**src/rtl/dmem_sram_bridge_if.sv**
```systemverilog
// Bus bundle between the MEM-stage data port, the SRAM bridge and the external SRAM.
// The bridge takes the slave view; the MEM stage / SRAM side takes the master view.
interface dmem_sram_bridge_if #(
    parameter int ADDR_W = 20
);
    logic [31:0]       dm_addr_i;
    logic [3:0]        dm_wbe_n_i;
    logic [31:0]       dm_wdata_i;
    logic              dm_re_i;
    logic              dm_we_i;
    logic [31:0]       dm_rdata_o;
    logic              dm_stall_o;
    logic              dm_misalign_o;
    logic [ADDR_W-1:0] sram_addr_o;
    logic [31:0]       sram_wdata_o;
    logic [31:0]       sram_rdata_i;
    logic              sram_data_oe_o;
    logic [3:0]        sram_be_n_o;
    logic              sram_ce_n_o;
    logic              sram_oe_n_o;
    logic              sram_we_n_o;

    modport master (
        output dm_addr_i, dm_wbe_n_i, dm_wdata_i, dm_re_i, dm_we_i, sram_rdata_i,
        input  dm_rdata_o, dm_stall_o, dm_misalign_o, sram_addr_o, sram_wdata_o,
        input  sram_data_oe_o, sram_be_n_o, sram_ce_n_o, sram_oe_n_o, sram_we_n_o
    );

    modport slave (
        input  dm_addr_i, dm_wbe_n_i, dm_wdata_i, dm_re_i, dm_we_i, sram_rdata_i,
        output dm_rdata_o, dm_stall_o, dm_misalign_o, sram_addr_o, sram_wdata_o,
        output sram_data_oe_o, sram_be_n_o, sram_ce_n_o, sram_oe_n_o, sram_we_n_o
    );
endinterface

```
**src/rtl/dmem_sram_bridge.sv**
```systemverilog
// Data-memory responder: one load/store at a time to an async 32-bit SRAM, with
// byte-lane alignment, programmable strobe wait states and a pipeline stall.
module dmem_sram_bridge #(
    parameter int ADDR_W   = 20,
    parameter int WAIT_CYC = 1
) (
    input  logic                 clk,
    input  logic                 rst,
    dmem_sram_bridge_if.slave    bus,
    output logic [2:0]           dbg_state_o
);
    // Handshake: a valid aligned request seen in IDLE is accepted that cycle and
    // dm_stall_o stays high until the access completes; MEM holds dm_* inputs
    // stable while dm_stall_o is high and may present the next request once it drops.

    typedef enum logic [2:0] {
        S_IDLE  = 3'd0,
        S_READ  = 3'd1,
        S_WRITE = 3'd2,
        S_WREC  = 3'd3,
        S_DONE  = 3'd4
    } state_t;

    localparam logic [2:0] WAIT_INIT = 3'(WAIT_CYC);

    state_t            state_q, state_d;
    logic [2:0]        cnt_q, cnt_d;
    logic [1:0]        off_q, off_d;
    logic [ADDR_W-1:0] addr_q, addr_d;
    logic [31:0]       wdata_q, wdata_d;
    logic [31:0]       rdata_q, rdata_d;
    logic [3:0]        be_n_q, be_n_d;
    logic              ce_n_q, ce_n_d;
    logic              oe_n_q, oe_n_d;
    logic              we_n_q, we_n_d;
    logic              data_oe_q, data_oe_d;

    logic [1:0]        off;
    logic [3:0]        lane_en;
    logic [3:0]        lane_rot;
    logic              req_valid;
    logic              misalign;
    logic              idle;
    logic              accept;
    logic              unused_addr_hi;

    always_comb begin
        off       = bus.dm_addr_i[1:0];
        lane_en   = ~bus.dm_wbe_n_i;
        req_valid = (bus.dm_re_i | bus.dm_we_i) && (bus.dm_wbe_n_i != 4'b1111);
        misalign  = req_valid &&
                    (((bus.dm_wbe_n_i == 4'b1100) && off[0]) ||
                     ((bus.dm_wbe_n_i == 4'b0000) && (off != 2'b00)));
        idle      = (state_q == S_IDLE);
        accept    = idle && req_valid && !misalign;
        case (off)
            2'd0:    lane_rot = lane_en;
            2'd1:    lane_rot = {lane_en[2:0], lane_en[3]};
            2'd2:    lane_rot = {lane_en[1:0], lane_en[3:2]};
            default: lane_rot = {lane_en[0], lane_en[3:1]};
        endcase
    end

    always_comb begin
        state_d   = state_q;
        cnt_d     = cnt_q;
        off_d     = off_q;
        addr_d    = addr_q;
        wdata_d   = wdata_q;
        rdata_d   = rdata_q;
        be_n_d    = be_n_q;
        ce_n_d    = ce_n_q;
        oe_n_d    = oe_n_q;
        we_n_d    = we_n_q;
        data_oe_d = data_oe_q;
        case (state_q)
            S_IDLE: begin
                if (accept) begin
                    addr_d  = bus.dm_addr_i[ADDR_W+1:2];
                    be_n_d  = ~lane_rot;
                    wdata_d = bus.dm_wdata_i << {off, 3'b000};
                    off_d   = off;
                    cnt_d   = WAIT_INIT;
                    ce_n_d  = 1'b0;
                    if (bus.dm_we_i) begin
                        state_d   = S_WRITE;
                        we_n_d    = 1'b0;
                        data_oe_d = 1'b1;
                    end else begin
                        state_d = S_READ;
                        oe_n_d  = 1'b0;
                    end
                end
            end
            S_READ: begin
                if (cnt_q == 3'd0) begin
                    // Last strobe cycle: SRAM data has settled, capture it right-aligned.
                    rdata_d = bus.sram_rdata_i >> {off_q, 3'b000};
                    state_d = S_DONE;
                    ce_n_d  = 1'b1;
                    oe_n_d  = 1'b1;
                    be_n_d  = 4'b1111;
                end else begin
                    cnt_d = cnt_q - 3'd1;
                end
            end
            S_WRITE: begin
                if (cnt_q == 3'd0) begin
                    state_d = S_WREC;
                    we_n_d  = 1'b1;
                end else begin
                    cnt_d = cnt_q - 3'd1;
                end
            end
            S_WREC: begin
                // we_n already released; chip enable, address and data kept for hold time.
                state_d   = S_DONE;
                ce_n_d    = 1'b1;
                data_oe_d = 1'b0;
                be_n_d    = 4'b1111;
            end
            S_DONE: begin
                state_d = S_IDLE;
            end
            default: begin
                state_d = S_IDLE;
            end
        endcase
    end

    always_ff @(posedge clk) begin
        if (rst) begin
            state_q   <= S_IDLE;
            cnt_q     <= 3'd0;
            off_q     <= 2'd0;
            addr_q    <= '0;
            wdata_q   <= 32'd0;
            rdata_q   <= 32'd0;
            be_n_q    <= 4'b1111;
            ce_n_q    <= 1'b1;
            oe_n_q    <= 1'b1;
            we_n_q    <= 1'b1;
            data_oe_q <= 1'b0;
        end else begin
            state_q   <= state_d;
            cnt_q     <= cnt_d;
            off_q     <= off_d;
            addr_q    <= addr_d;
            wdata_q   <= wdata_d;
            rdata_q   <= rdata_d;
            be_n_q    <= be_n_d;
            ce_n_q    <= ce_n_d;
            oe_n_q    <= oe_n_d;
            we_n_q    <= we_n_d;
            data_oe_q <= data_oe_d;
        end
    end

    assign unused_addr_hi     = ^bus.dm_addr_i[31:ADDR_W+2];

    assign bus.dm_stall_o     = accept || (state_q == S_READ) ||
                                (state_q == S_WRITE) || (state_q == S_WREC);
    assign bus.dm_misalign_o  = idle && misalign;
    assign bus.dm_rdata_o     = rdata_q;
    assign bus.sram_addr_o    = addr_q;
    assign bus.sram_wdata_o   = wdata_q;
    assign bus.sram_be_n_o    = be_n_q;
    assign bus.sram_ce_n_o    = ce_n_q;
    assign bus.sram_oe_n_o    = oe_n_q;
    assign bus.sram_we_n_o    = we_n_q;
    assign bus.sram_data_oe_o = data_oe_q;
    assign dbg_state_o        = state_q;
endmodule

```
**src/flat_wrapper.sv**
```systemverilog
// flat-port wrapper written by rule: the top's interface ports become plain ports
module dmem_sram_bridge_flat 
#(
    parameter int ADDR_W   = 20,
    parameter int WAIT_CYC = 1
)
  (clk, rst, dbg_state_o, bus_dm_addr_i, bus_dm_wbe_n_i, bus_dm_wdata_i, bus_dm_re_i, bus_dm_we_i, bus_sram_rdata_i, bus_dm_rdata_o, bus_dm_stall_o, bus_dm_misalign_o, bus_sram_addr_o, bus_sram_wdata_o, bus_sram_data_oe_o, bus_sram_be_n_o, bus_sram_ce_n_o, bus_sram_oe_n_o, bus_sram_we_n_o);
  dmem_sram_bridge_if #(.ADDR_W(ADDR_W)) bus_i ();
  input  logic clk;
  input  logic rst;
  output logic [2:0] dbg_state_o;
  input wire logic [$bits(bus_i.dm_addr_i)-1:0] bus_dm_addr_i;
  input wire logic [$bits(bus_i.dm_wbe_n_i)-1:0] bus_dm_wbe_n_i;
  input wire logic [$bits(bus_i.dm_wdata_i)-1:0] bus_dm_wdata_i;
  input wire logic [$bits(bus_i.dm_re_i)-1:0] bus_dm_re_i;
  input wire logic [$bits(bus_i.dm_we_i)-1:0] bus_dm_we_i;
  input wire logic [$bits(bus_i.sram_rdata_i)-1:0] bus_sram_rdata_i;
  output wire logic [$bits(bus_i.dm_rdata_o)-1:0] bus_dm_rdata_o;
  output wire logic [$bits(bus_i.dm_stall_o)-1:0] bus_dm_stall_o;
  output wire logic [$bits(bus_i.dm_misalign_o)-1:0] bus_dm_misalign_o;
  output wire logic [$bits(bus_i.sram_addr_o)-1:0] bus_sram_addr_o;
  output wire logic [$bits(bus_i.sram_wdata_o)-1:0] bus_sram_wdata_o;
  output wire logic [$bits(bus_i.sram_data_oe_o)-1:0] bus_sram_data_oe_o;
  output wire logic [$bits(bus_i.sram_be_n_o)-1:0] bus_sram_be_n_o;
  output wire logic [$bits(bus_i.sram_ce_n_o)-1:0] bus_sram_ce_n_o;
  output wire logic [$bits(bus_i.sram_oe_n_o)-1:0] bus_sram_oe_n_o;
  output wire logic [$bits(bus_i.sram_we_n_o)-1:0] bus_sram_we_n_o;
  assign bus_i.dm_addr_i = bus_dm_addr_i;
  assign bus_i.dm_wbe_n_i = bus_dm_wbe_n_i;
  assign bus_i.dm_wdata_i = bus_dm_wdata_i;
  assign bus_i.dm_re_i = bus_dm_re_i;
  assign bus_i.dm_we_i = bus_dm_we_i;
  assign bus_i.sram_rdata_i = bus_sram_rdata_i;
  assign bus_dm_rdata_o = bus_i.dm_rdata_o;
  assign bus_dm_stall_o = bus_i.dm_stall_o;
  assign bus_dm_misalign_o = bus_i.dm_misalign_o;
  assign bus_sram_addr_o = bus_i.sram_addr_o;
  assign bus_sram_wdata_o = bus_i.sram_wdata_o;
  assign bus_sram_data_oe_o = bus_i.sram_data_oe_o;
  assign bus_sram_be_n_o = bus_i.sram_be_n_o;
  assign bus_sram_ce_n_o = bus_i.sram_ce_n_o;
  assign bus_sram_oe_n_o = bus_i.sram_oe_n_o;
  assign bus_sram_we_n_o = bus_i.sram_we_n_o;
  dmem_sram_bridge #(.ADDR_W(ADDR_W), .WAIT_CYC(WAIT_CYC)) u_core (.clk(clk), .rst(rst), .bus(bus_i), .dbg_state_o(dbg_state_o));
endmodule
```
**config.mk**
```make
export PLATFORM = sky130hd
export DESIGN_NAME = dmem_sram_bridge_flat
export DESIGN_NICKNAME = d
export VERILOG_FILES = /design/src/rtl/dmem_sram_bridge_if.sv /design/src/rtl/dmem_sram_bridge.sv /design/src/flat_wrapper.sv
export SDC_FILE = /design/constraint.sdc
export NUM_CORES = 1
export LEC_CHECK = 0
export BUFFER_PORTS_ARGS = -buffer_cell sky130_fd_sc_hd__buf_2
export CAP_MARGIN = 15
export CORE_MARGIN = 4
export CORE_UTILIZATION = 48
export DETAILED_ROUTE_END_ITERATION = 7
export PLACE_DENSITY = 0.83
export SLEW_MARGIN = 10
export SYNTH_ARGS = -nofsm -noshare
export SYNTH_HDL_FRONTEND = slang
export SYNTH_SLANG_ARGS = --single-unit
```
**constraint.sdc**
```tcl
create_clock -name clk -period 2.7 [get_ports clk]
set_input_delay 0.135 -clock clk [delete_from_list [all_inputs] [get_ports clk]]
set_output_delay 0.135 -clock clk [all_outputs]
set_load 0.03 [all_outputs]
```
==> impl_metrics.tcl <==
set metrics [dict create \
    ys.flop_type "dfxtp_1" \
    synthTopCellsByArea "dfxtp_1, mux2i_1, a21oi_1, o21ai_0, nand3_1" \
    antenna_found_initial 0 \
    cts_tree "done" \
    die_w_um 108 \
    grt_usage 0.244 \
    crit_end "u_core.bus.sram_wdata_o[14]" \
    nets 837 \
    yosys_warnings 0 \
    power_density_nw_per_um2 849 \
    fin_skew_ns 0.0111 \
    cts_sinks 100 \
    core_area_um2 9730 \
    leakagePower_uw 0.00263 \
    min_period_ns 2.11 \
    avgSynthCellArea_um2 8.29 \
    yosysSeqAreaShare 0.420 \
    status "complete, but fails checks" \
    ios 201 \
    grt_max_degree 57 \
    crit_required_ns 2.98 \
    utilization 0.617 \
    first_global_vias 4807 \
    synth_top_area_cell "dfxtp_1" \
    final_hold_viol_count 0 \
    synthTopCellsByCount "dfxtp_1, a21oi_1, mux2i_1" \
    num_vias 4965 \
    start_util 0.490 \
    setup.worst_path.class "flip-flop to flip-flop" \
    worstSkewPairLatency_ns 0.35 \
    grt_first_pass_wirelength_um 23200 \
    synthesis.area_um2 4760 \
    synthArstFlopShare 0 \
    dieArea_um2 11600 \
    overflow 0 \
    route.detailed.drc 2 \
    post_cts_buffers 0 \
    hpwlAfterDp_um 10300 \
    ir_worst_vdd_uv 417 \
    die_height_um 108 \
    post-place-cells 853 \
    r2r-end "u_core.bus.sram_wdata_o[14]" \
    cts_buffers 9 \
    critPathLaunchType "flip-flop" \
    cts_max_level 3 \
    min_from "bus_dm_addr_i[16]" \
    fmaxAchievable_ghz 0.475 \
    r2r-start "u_core.dbg_state_o[2]" \
    timing.final.crit_share 0.780 \
    critPathMaxFanout 14 \
    power_uw 5090 \
    port_buffers 190 \
    setup_slack_ns 0.594 \
    syn2layout_area_growth_pct 26.0 \
    reg2reg_depth 5 \
    end_kind "flip-flop" \
    tightest_slew_ns 0.911 \
    cap_violations 0 \
    tns_ns 0 \
    syn_nets 681 \
    detail-route-antenna-nets 0 \
    synth_top_area_frac 0.420 \
    wl_per_cell_um 16.6 \
    synth-seq-cells 100 \
    via_per_inst 5.71 \
    clk_pin_slew_worst_paths_ns 0.10 \
    slew_viol_final 0 \
    startpoint "u_core.dbg_state_o[2]" \
    violations "design-rule violations" \
    synth_edf_count 0 \
    timing.slew.headroom 0.388 \
    synth.distinct_cells 36 \
    dp_slack_ns 0.645 \
    drt-pass1-iter-count 8 \
    drive_above_1_share 0.315 \
    fin_cells 870 \
    crit_arrival_ns 2.39 \
    postCtsHoldBufs 0 \
    ff2ff_setup_slack_ns 0.59 \
    cts_resized 0 \
    setup_violations 0 \
    synth.most_common_cell "dfxtp_1" \
    place.gp.congestion 0.904 \
    synth_cells 575 \
    cts_buffer_depth 2 \
    rsz0062_at_grt "false" \
    wirelength_um 14400 \
    cts-root-buf "clkbuf_8" \
    drt_iter0_drc 331 \
    hp-class "input port to flip-flop" \
    row_count 36 \
]
how the worst min path moves through the flow:
stage                                      end  cells past startpoint  slack [ns]
global route         u_core.bus.sram_addr_o[0]                      3       0.009
global placement    u_core.bus.sram_addr_o[10]                      3        0.39
CTS                 u_core.bus.sram_addr_o[14]                      3       0.007
finish              u_core.bus.sram_addr_o[14]                      3        0.02
detailed placement  u_core.bus.sram_addr_o[12]                      3        0.39
floorplan           u_core.bus.sram_wdata_o[0]                      2        0.28
registers in the layout (all words and copies together) (netlist names):
name and count:
u_core.bus.dm_rdata_o 32, u_core.bus.sram_addr_o 20, u_core.bus.sram_be_n_o 4, u_core.bus.sram_ce_n_o 1
u_core.bus.sram_data_oe_o 1, u_core.bus.sram_oe_n_o 1, u_core.bus.sram_wdata_o 32, u_core.bus.sram_we_n_o 1
u_core.cnt_q 3, u_core.dbg_state_o 3, u_core.off_q 2
where the power goes:
| group | total [µW] | switching (µW) | internal [µW] |
|---|---|---|---|
| Combinational | 2050 | 1390 | 657 |
| Sequential | 1910 | 167 | 1740 |
| Clock | 1140 | 521 | 618 |
cell type report:
class	count	area (µm²)
Tap cell	133	166
Sequential cell	100	2000
Multi-Input combinational cell	410	2500
Clock inverter	6	111
Clock buffer	10	128
Antenna cell	1	2.50
Inverter	6	22.5
Fill cell	895	3730
Timing Repair Buffer	204	1070
layer usage:
layer	GRT usage	part of all wire
met1	0.304	0.42
met2	0.405	0.49
met3	0.0684	0.070
met4	0.0848	0.028
met5	0	0
critical path, cell delays in order (launching register included):
cell and delay (ns):
dfxtp_1 0.43, nor3_1 0.28, o211ai_1 0.35, buf_4 0.31, or4_1 0.49, a21oi_1 0.18
per-stage QoR:
stage,hold WS (ns),instance area (µm²)
5_1_grt,0.00915,6000
3_3_place_gp,0.388,5760
4_1_cts,0.00749,6000
3_5_place_dp,0.394,5760
2_1_floorplan,0.278,4760
6_report,0.0204,6000
cell families (layout without fill, tap and decap cells):
kind of cell	Yosys count	count (layout)	synth area share
AOI/OAI and AO/OA	172	172	0.206
and+or+nand+nor	168	168	0.169
DFF	100	100	0.420
muxes	66	66	0.141
buffers and inverters	65	226	0.0551
adders and majority gates	2	2	0.00525
xor gates and xnor gates	2	2	0.00368
other	0	1	0
cells in the final DEF, fill, tap and decap left out, types with 2 or more instances in the layout:
| master | n |
|---|---|
| a211oi_1 | 18 |
| a21o_1 | 2 |
| a21oi_1 | 81 |
| a31oi_1 | 3 |
| buf_2 | 189 |
| buf_4 | 14 |
| bufinv_16 | 3 |
| clkbuf_8 | 9 |
| dfxtp_1 | 100 |
| ha_1 | 2 |
| inv_1 | 5 |
| mux2_2 | 10 |
| mux2i_1 | 56 |
| nand2_1 | 35 |
| nand3_1 | 39 |
| nand4_1 | 9 |
| nor2_1 | 41 |
| nor2b_1 | 3 |
| nor3_1 | 23 |
| nor3b_1 | 3 |
| nor4_1 | 2 |
| o211ai_1 | 10 |
| o21ai_0 | 48 |
| o32ai_1 | 4 |
| or4_1 | 9 |
| xnor2_1 | 2 |
No activity file was read; power rests on OpenSTA's default activity.
